`src/rtl/servo_pkg.sv`:
```
// Shared definitions for the servo ramp driver and its clients: direction
// codes for the navigation controller, neutral speed and pulse-width helpers.
package servo_pkg;

   // Direction codes the navigation controller maps onto speed words
   typedef enum logic [2:0] {
      DIR_IDLE,
      DIR_FORWARD,
      DIR_BACKWARD,
      DIR_LFORWARD,
      DIR_RFORWARD,
      DIR_LBACKWARD,
      DIR_RBACKWARD
   } dir_e;

   // Stop speed: mid-scale of an unsigned speed word
   function automatic logic [31:0] neutral_speed(input int speed_w);
      return 32'd1 << (speed_w - 1);
   endfunction

   // High time of one frame in clocks for a given speed
   function automatic logic [31:0] pulse_thr(input logic [31:0] cur,
                                             input logic [31:0] min_pulse,
                                             input logic [31:0] span,
                                             input int          speed_w);
      logic [63:0] prod;
      prod = {32'd0, cur} * {32'd0, span};
      return min_pulse + 32'(prod >> speed_w);
   endfunction

endpackage

```
`src/rtl/servo_pwm_channel.sv`:
```
// One servo output: slew-limited speed register, per-frame threshold latch
// and registered PWM compare against the shared frame counter.
module servo_pwm_channel
   import servo_pkg::*;
#(
   parameter int SPEED_W    = 8,
   parameter int MIN_PULSE  = 50000,
   parameter int PULSE_SPAN = 50000,
   parameter int RAMP_STEP  = 4,
   parameter int CNT_W      = 20
) (
   input  logic               i_clk,
   input  logic               i_rst,
   input  logic               i_fb,
   input  logic               i_force_neutral,
   input  logic [SPEED_W-1:0] i_target,
   input  logic [CNT_W-1:0]   i_count,
   output logic [SPEED_W-1:0] o_current,
   output logic               o_pwm
);
   localparam int PROD_W = SPEED_W + $clog2(PULSE_SPAN + 1);
   localparam logic [SPEED_W-1:0] NEUTRAL = SPEED_W'(neutral_speed(SPEED_W));
   localparam logic signed [SPEED_W:0] STEP = $signed((SPEED_W+1)'(RAMP_STEP));
   localparam logic [CNT_W-1:0] THR_RST =
      CNT_W'(pulse_thr(32'(NEUTRAL), 32'(MIN_PULSE), 32'(PULSE_SPAN), SPEED_W));

   logic [SPEED_W-1:0]        r_cur;
   logic [CNT_W-1:0]          r_thr;
   logic                      r_pwm;
   logic signed [SPEED_W:0]   w_diff;
   logic signed [SPEED_W:0]   w_step;
   logic signed [SPEED_W:0]   w_sum;
   logic [SPEED_W-1:0]        w_cur_upd;
   logic [PROD_W-1:0]         w_prod;
   logic [CNT_W-1:0]          w_thr_new;
   logic [CNT_W-1:0]          w_thr_eff;

   // Next speed (clamped step, or neutral on stop) and the threshold it implies
   always_comb begin
      w_diff = $signed({1'b0, i_target}) - $signed({1'b0, r_cur});
      w_step = w_diff;
      if (w_diff > STEP)
         w_step = STEP;
      else if (w_diff < -STEP)
         w_step = -STEP;
      w_sum     = $signed({1'b0, r_cur}) + w_step;
      w_cur_upd = i_force_neutral ? NEUTRAL : SPEED_W'(w_sum);
      w_prod    = PROD_W'(w_cur_upd) * PROD_W'(PULSE_SPAN);
      w_thr_new = CNT_W'(32'(MIN_PULSE) + 32'(w_prod >> SPEED_W));
      // The frame-boundary compare must already see the new threshold
      w_thr_eff = i_fb ? w_thr_new : r_thr;
   end

   // Speed and threshold change only at the frame boundary; PWM is the
   // registered compare so the pulse occupies counts 1..thr
   always_ff @(posedge i_clk) begin
      if (i_rst) begin
         r_cur <= NEUTRAL;
         r_thr <= THR_RST;
         r_pwm <= 1'b0;
      end else begin
         if (i_fb) begin
            r_cur <= w_cur_upd;
            r_thr <= w_thr_new;
         end
         r_pwm <= (i_count < w_thr_eff);
      end
   end

   assign o_current = r_cur;
   assign o_pwm     = r_pwm;

endmodule

```
`src/rtl/servo_ramp_driver.sv`:
```
// Multi-channel servo driver: frame counter, one-entry command slot with
// valid/ready handshake, emergency stop, and one ramp/PWM channel per servo.
module servo_ramp_driver
   import servo_pkg::*;
#(
   parameter int CHANNELS      = 2,
   parameter int SPEED_W       = 8,
   parameter int PERIOD_CYCLES = 1000000,
   parameter int MIN_PULSE     = 50000,
   parameter int PULSE_SPAN    = 50000,
   parameter int RAMP_STEP     = 4
) (
   input  logic                         i_clk,
   input  logic                         i_rst,
   input  logic [CHANNELS*SPEED_W-1:0]  i_target,
   input  logic                         i_target_valid,
   output logic                         o_target_ready,
   input  logic                         i_stop,
   output logic [CHANNELS-1:0]          o_pwm,
   output logic [CHANNELS*SPEED_W-1:0]  o_current,
   output logic                         o_frame_start,
   output logic                         o_settled
);
   localparam int CNT_W = $clog2(PERIOD_CYCLES);
   localparam logic [CNT_W-1:0] LAST = CNT_W'(PERIOD_CYCLES - 1);
   localparam logic [SPEED_W-1:0] NEUTRAL = SPEED_W'(neutral_speed(SPEED_W));
   localparam logic [CHANNELS*SPEED_W-1:0] NEUTRAL_VEC = {CHANNELS{NEUTRAL}};

   logic [CNT_W-1:0]              r_count;
   logic [CHANNELS*SPEED_W-1:0]   r_pending;
   logic [CHANNELS*SPEED_W-1:0]   r_target;
   logic                          r_full;
   logic                          r_stop_pend;
   logic                          w_fb;
   logic                          w_accept;
   logic                          w_force;
   logic [CHANNELS*SPEED_W-1:0]   w_tgt_eff;

   assign w_fb           = (r_count == '0) && !i_rst;
   assign o_frame_start  = w_fb;
   assign o_target_ready = !r_full && !i_stop && !i_rst;
   assign w_accept       = i_target_valid && o_target_ready;
   // Ramp sees the pending word in the same boundary it moves to target
   assign w_tgt_eff      = (w_fb && r_full) ? r_pending : r_target;
   // A stop seen anywhere in the frame snaps speeds at the next boundary
   assign w_force        = i_stop || r_stop_pend;
   assign o_settled      = (o_current == r_target) && !r_full;

   // Free-running frame counter, held at zero during reset
   always_ff @(posedge i_clk) begin
      if (i_rst)
         r_count <= '0;
      else if (r_count == LAST)
         r_count <= '0;
      else
         r_count <= r_count + 1'b1;
   end

   // Command slot, target register and stop memory
   always_ff @(posedge i_clk) begin
      if (i_rst) begin
         r_full      <= 1'b0;
         r_pending   <= NEUTRAL_VEC;
         r_target    <= NEUTRAL_VEC;
         r_stop_pend <= 1'b0;
      end else if (i_stop) begin
         r_full      <= 1'b0;
         r_target    <= NEUTRAL_VEC;
         // At a boundary the stop acts directly; remember it only otherwise
         r_stop_pend <= !w_fb;
      end else begin
         if (w_fb) begin
            r_stop_pend <= 1'b0;
            if (r_full)
               r_target <= r_pending;
         end
         if (w_accept) begin
            r_pending <= i_target;
            r_full    <= 1'b1;
         end else if (w_fb) begin
            r_full    <= 1'b0;
         end
      end
   end

   for (genvar g = 0; g < CHANNELS; g++) begin : g_ch
      servo_pwm_channel #(
         .SPEED_W    (SPEED_W),
         .MIN_PULSE  (MIN_PULSE),
         .PULSE_SPAN (PULSE_SPAN),
         .RAMP_STEP  (RAMP_STEP),
         .CNT_W      (CNT_W)
      ) u_ch (
         .i_clk           (i_clk),
         .i_rst           (i_rst),
         .i_fb            (w_fb),
         .i_force_neutral (w_force),
         .i_target        (w_tgt_eff[g*SPEED_W +: SPEED_W]),
         .i_count         (r_count),
         .o_current       (o_current[g*SPEED_W +: SPEED_W]),
         .o_pwm           (o_pwm[g])
      );
   end

endmodule

```
`config.mk`:
```
export PLATFORM = sky130hd
export DESIGN_NAME = servo_ramp_driver
export DESIGN_NICKNAME = d
export VERILOG_FILES = /design/src/rtl/servo_pkg.sv /design/src/rtl/servo_pwm_channel.sv /design/src/rtl/servo_ramp_driver.sv
export SDC_FILE = /design/constraint.sdc
export NUM_CORES = 1
export LEC_CHECK = 0
export BUFFER_PORTS_ARGS = -buffer_cell sky130_fd_sc_hd__buf_4
export CAP_MARGIN = 20
export CORE_MARGIN = 10
export CORE_UTILIZATION = 31
export CTS_CLUSTER_DIAMETER = 120
export DETAILED_ROUTE_END_ITERATION = 7
export SYNTH_ARGS = -nofsm -noshare
export SYNTH_HDL_FRONTEND = slang
export SYNTH_HIERARCHICAL = 1
export SYNTH_SLANG_ARGS = --single-unit
```
`constraint.sdc`:
```
create_clock -name i_clk -period 12.2 [get_ports i_clk]
set_clock_uncertainty 0.15 [all_clocks]
set_input_delay 1.22 -clock i_clk [delete_from_list [all_inputs] [get_ports i_clk]]
set_output_delay 1.22 -clock i_clk [all_outputs]
set_load 0.005 [all_outputs]
```
**Word level (Yosys, flattened, before mapping)**

Cells that the tools add are included.

- Bits in registers: 112
- Output and inout port bits: 21
- Input bits: 20

- $lt $le $gt $ge: 6
- Multiplexer cells: 12
- Equal/unequal tests: 2
- Multipliers: 2
- Bitwise operators: 1
- $add $sub $neg: 7
- Reduce and logical (&&, ||, !) cells: 18

Operators with widths:

| kind | count |
|---|---|
| 8-bit two-way mux | 6 |
| 20-bit < comparator | 2 |
| 8-bit by 12-bit multiplier with 20-bit output, second input constant | 2 |
| 20-bit two-way mux | 2 |
| 16-bit by 16-bit adder with 17-bit output, first input constant | 2 |
| 20-bit by 1-bit adder with 20-bit output, second input constant | 1 |
| 20-bit equality test, second input constant | 1 |
| 20-bit logical NOT | 1 |
| 9-bit by 4-bit > comparator with 1-bit output, second input constant | 2 |
| 9-bit by 3-bit < comparator with 1-bit output, second input constant | 2 |
| 8-bit by 8-bit subtractor with 9-bit output | 2 |
| 8-bit adder | 2 |
| 16-bit equality test | 1 |
| 16-bit two-way mux | 1 |
| 1-bit logical AND | 6 |
| 1-bit logical NOT | 4 |
| 2-bit AND reduction | 2 |
| 2-bit nonzero test | 2 |
| 2-bit OR reduction | 2 |
| 1-bit two-way mux | 3 |
| 1-bit logical OR | 1 |
| 1-bit inverter | 1 |

**Logic depth before layout (Yosys ltp)**

- Depth in word-level cells: 14
- Mapped depth: 52

**Modules after synthesis**

The synthesis kept the hierarchy.

Modules (own cells, without submodules):

| module | area an instance (µm²) | cells an instance | times used | sequential area each (µm²) |
|---|---|---|---|---|
| servo_pwm_channel (g_ch[0].u_ch) | 3986.3 | 458 | 1 | 580.6 |
| servo_pwm_channel (g_ch[1].u_ch) | 3985.1 | 466 | 1 | 580.6 |
| servo_ramp_driver | 2497.4 | 311 | 1 | 1081.0 |

**Worst setup path before layout**

No wires, ideal clock.

- Kind: input to register
- Start point: in i_rst
- End point: reg g_ch[1].u_ch.r_pwm
- Setup slack: 1.344 ns
- Stages: 47
- Path buffers: 1
- Required time: 11.986 ns
- Data arrival time: 10.642 ns
- Cells stage by stage: nor4b_1 -> nand3_1 -> clkbuf_1 -> o21ai_0 -> nand2_1 -> inv_1 -> ha_1 -> inv_1 -> fa_1 -> a21o_1 -> a21oi_1 -> o21bai_1 -> a21oi_1 -> xnor2_1 -> nand4_1 -> or4_1 -> a21boi_1 -> ha_1 -> [... 11 more ...] -> inv_1 -> ha_1 -> ha_1 -> and2_4 -> a221o_1 -> or3_4 -> and2_1 -> ha_1 -> nor2_1 -> o211ai_1 -> xor2_1 -> mux2i_1 -> ha_1 -> or4_1 -> or3_1 -> nor2_1 -> a2111oi_0 -> nor2_1

- Word-level cells in the longest chain between the ends: 14
- Elaborated cells on any way between the ends: 15

RTL lines:

| what | RTL line | RTL |
|---|---|---|
| from (decl) | servo_ramp_driver.sv:14 | `input logic i_rst,` |
| 1-bit logical NOT * | servo_ramp_driver.sv:39 | `assign w_fb = (r_count == '0) && !i_rst;` |
| 1-bit logical AND * | servo_ramp_driver.sv:39 |  |
| 1-bit logical AND * | servo_ramp_driver.sv:44 | `assign w_tgt_eff = (w_fb && r_full) ? r_pending : r_target;` |
| 16-bit two-way mux * | servo_ramp_driver.sv:44 |  |
| net w_tgt_eff[8] | servo_ramp_driver.sv:37 | `logic [CHANNELS*SPEED_W-1:0] w_tgt_eff;` |
| 8-bit by 8-bit subtractor with 9-bit output * | servo_pwm_channel.sv:40 | `w_diff = $signed({1'b0, i_target}) - $signed({1'b0, r_cur});` |
| 9-bit by 3-bit < comparator with 1-bit output | servo_pwm_channel.sv:44 | `else if (w_diff < -STEP)` |
| 8-bit two-way mux | servo_pwm_channel.sv:44 |  |
| 8-bit two-way mux * | servo_pwm_channel.sv:42 | `if (w_diff > STEP)` |
| 8-bit adder * | servo_pwm_channel.sv:46 | `w_sum = $signed({1'b0, r_cur}) + w_step;` |
| 8-bit two-way mux * | servo_pwm_channel.sv:47 | `w_cur_upd = i_force_neutral ? NEUTRAL : SPEED_W'(w_sum);` |
| net g_ch[1].u_ch.w_cur_upd[7] | servo_pwm_channel.sv:33 | `logic [SPEED_W-1:0] w_cur_upd;` |
| 8-bit by 12-bit multiplier with 20-bit output * | servo_pwm_channel.sv:48 | `w_prod = PROD_W'(w_cur_upd) * PROD_W'(PULSE_SPAN);` |
| 16-bit by 16-bit adder with 17-bit output * | servo_pwm_channel.sv:49 | `w_thr_new = CNT_W'(32'(MIN_PULSE) + 32'(w_prod >> SPEED_W));` |
| 20-bit two-way mux * | servo_pwm_channel.sv:51 | `w_thr_eff = i_fb ? w_thr_new : r_thr;` |
| 20-bit < comparator * | servo_pwm_channel.sv:66 | `r_pwm <= (i_count < w_thr_eff);` |
| to (signal assigned) | servo_pwm_channel.sv:66 |  |
| to (decl) | servo_pwm_channel.sv:29 | `logic r_pwm;` |

Mark *: on every way through the listed nets, which the timed path passes. The rest lies on a longest branch.
A chain may end at the register's enable or synchronous reset.

**Worst setup path after layout**

Same ends and word-level chain as after synthesis.

==> metrics.txt <==
clock buffer depth 2; switch share 41.1%; DRT Pass-1 Iters 5; crit-path max FO 8; Die W around 200 um; Post-Syn Instances 1,235; most instantiated cells after synthesis 176 x ha_1, 112 x dfxtp_1, 108 x nor2_1; register area share after synthesis 21.4%; cell with the most instances after synthesis ha_1; share of layout cells above drive strength 1 8.65%; Mapped Avg Cell Area 8.48 um^2; Layout fillers 3,486; Worst setup EP type flop; Mapped Nets approximately 1,500; Gate power share 51.8%; hold path start g_ch[0].u_ch/r_thr[17]$_SDFF_PP0_; Peak VDD IR 84.8 uV; Worst Path Required 12.29 ns; Hold WC Path Type reg2reg; Switching Power 615 uW; input/output buffers 40; non-filler cells, final roughly 1,700; Die ar. between 40,000 and 50,000 um^2; status completed; Remaining Overflow, GRT 0; largest net degree at the start of global routing 42; worst reg-to-reg path cell count between 40 and 50; RSZ-0062 raised after global routing false; Yosys top cell area share a little over a fifth; Worst R2R Setup Slack roughly 1.1 ns; CP max-delay cell fa_1; Crit path arrival time around 11 ns; worst hold slack 0.304 ns; Worst Hold Path Cells 2; drt wl/cell about 15 um; height of the die 204 um; Crit Path Class in2reg; Critical Path Max Stage Delay about 0.53 ns; flops & latches, synth 112; Slew HR 52.3%; clk_lat worst skew 0.36 ns; initial antenna violation count 0; Tmin final 11.27 ns; Pleak 0.00538 uW; reg-to-reg critical path startpoint r_count[8]$_SDFF_PP0_; Final Hold Viols 0; synth top area cells dfxtp_1 21%, ha_1 21%, fa_1 5.4%; startpoint types input pin; Crit path top cell by count ha_1; clock share of power 21.3%; Main synth FF type dfxtp_1; via count between 8,000 and 9,000; vias per cell 5.07; Worst R2R End g_ch[1].u_ch/o_pwm$_SDFF_PP0_; Period Utilization, post-route between 90% and 100%; Detail Route Antenna Nets 0; final setup fails 0; Synth cell types roughly 90; Area Growth Syn to Fin 10.2%; Post-CTS Setup Bufs 0; placed cell count 1,692; clock-pin slew on the worst setup and hold paths 0.08 ns; ANT cells 0; TritonCTS clock tree yes; Sequential Power Share 26.9%; Clock H-tree levels 3; synthesized cell area 10,500 um^2; total negative setup slack 0 ns; FMAX 88.7 MHz; clock root cell clkbuf_16; synth warn 6; P_int between 800 and 900 uW; total routed wirelength about 25 mm; PwrDens between 100 and 150 nW/um^2; cts bufs inserted 9; fin nets 1,479; FFs w/ async S/R, synth 0%; Post-synth EDFFs 0; IO Count 41; Residual DRC 0; final core occ between 30% and 40%; WHS Endpoint g_ch[0].u_ch/r_thr[17]$_SDFF_PP0_; Worst Tran Pin Value 0.715 ns; Total Routing Usage GR 11.8%; number of DRC markers in iteration 0 604; final max-slew violation count 0; Rows 67; initial core utilization 31.3%; largest area contributor in the netlist dfxtp_1; first-pass GRT wire length roughly 41 mm; TritonCTS Sinks 112; Final HPWL DP 19.8 mm; final weighted congestion in routability-driven placement roughly 0.82; Max Cap Violations 0; number of global-route vias before repair between 8,000 and 9,000; Core ar. around 33,000 um^2
cells by family after synthesis:
family	synth area share (%)
AOI/OAI and AO/OA	17.8
and+or+nand+nor	19.1
xor gates and xnor gates	7.37
buffers and inverters	5.22
muxes	2.68
adders and majority gates	26.4
DFF	21.4
per-layer routing:
| layer | global-route usage (%) | routed length, um |
|---|---|---|
| met5 | 0 | 0 |
| met4 | 2.80 | 316 |
| met3 | 1.35 | 681 |
| met2 | 19.6 | 11400 |
| met1 | 16.0 | 12400 |
critical path: cells and delay by family:
kind,cells,cell delay (ns)
fa+ha+maj,10,3.10
simple gates,16,3.06
compound gates,14,2.98
xor+xnor,2,0.44
buf+inv,5,0.33
mux,1,0.26
state kept, by name, summed over array words and instances, names as in the netlist:
name / count
g_ch.u_ch/o_current: 16
r_pending: 16
r_target: 16
g_ch.u_ch/o_pwm: 2
g_ch.u_ch/r_thr: 40
r_count: 20
r_full: 1
r_stop_pend: 1
worst max path at each step:
stage | to | from | cells after the start
after floorplan | g_ch[1].u_ch/o_pwm$_SDFF_PP0_ | i_rst | 47
after global placement | g_ch[1].u_ch/o_pwm$_SDFF_PP0_ | i_rst | 48
after detailed placement | g_ch[1].u_ch/o_pwm$_SDFF_PP0_ | i_rst | 47
after CTS | g_ch[1].u_ch/o_pwm$_SDFF_PP0_ | r_count[13]$_SDFF_PP0_ | 46
after global routing | g_ch[1].u_ch/o_pwm$_SDFF_PP0_ | i_rst | 48
final | g_ch[1].u_ch/o_pwm$_SDFF_PP0_ | i_rst | 48
stage by stage:
stage	instance area [um^2]	setup slack, ns	total power (uW)
final	11500	0.928	1500
after global routing	11500	0.0124	1630
after CTS	11500	0.808	1520
after detailed placement	11200	0.456	1180
after global placement	11200	0.703	1180
after floorplan	10500	1.34	1030
timing repair:
item                       in CTS  in global routing
hold buffers                    0                  0
setup endpoints to repair       0                  1
resized for setup               0                  2
area by class of cell:
type	instances	area (um^2)	area share (%)
inverter	89	334	2.90
tap	448	561	4.86
clock inverter	7	95.1	0.825
clock buffer	9	225	1.95
timing repair buffer	50	375	3.25
multi-input combinational	993	7700	66.8
sequential	112	2240	19.4
power groups by stage:
stage	combinational [uW]	clock [uW]	sequential (uW)
3_3_place_gp	765	0	411
3_5_place_dp	774	0	411
5_1_grt	885	343	406
2_1_floorplan	622	0	407
6_report	775	320	403
4_1_cts	783	329	403
cell usage in the layout (no fill, tap or decap), types with 28 or more instances in the layout:
cell type  synthesis  routed
inv_1             88      88
a21oi_1           95      94
xnor2_1           43      43
nor2_1           108     108
xor2_1            37      37
ha_1             176     176
buf_4              1      50
mux2i_1           28      28
nand2_1          100     100
o21ai_0           48      48
fa_1              28      28
dfxtp_1          112     112
(Power assumes the default switching activity.)
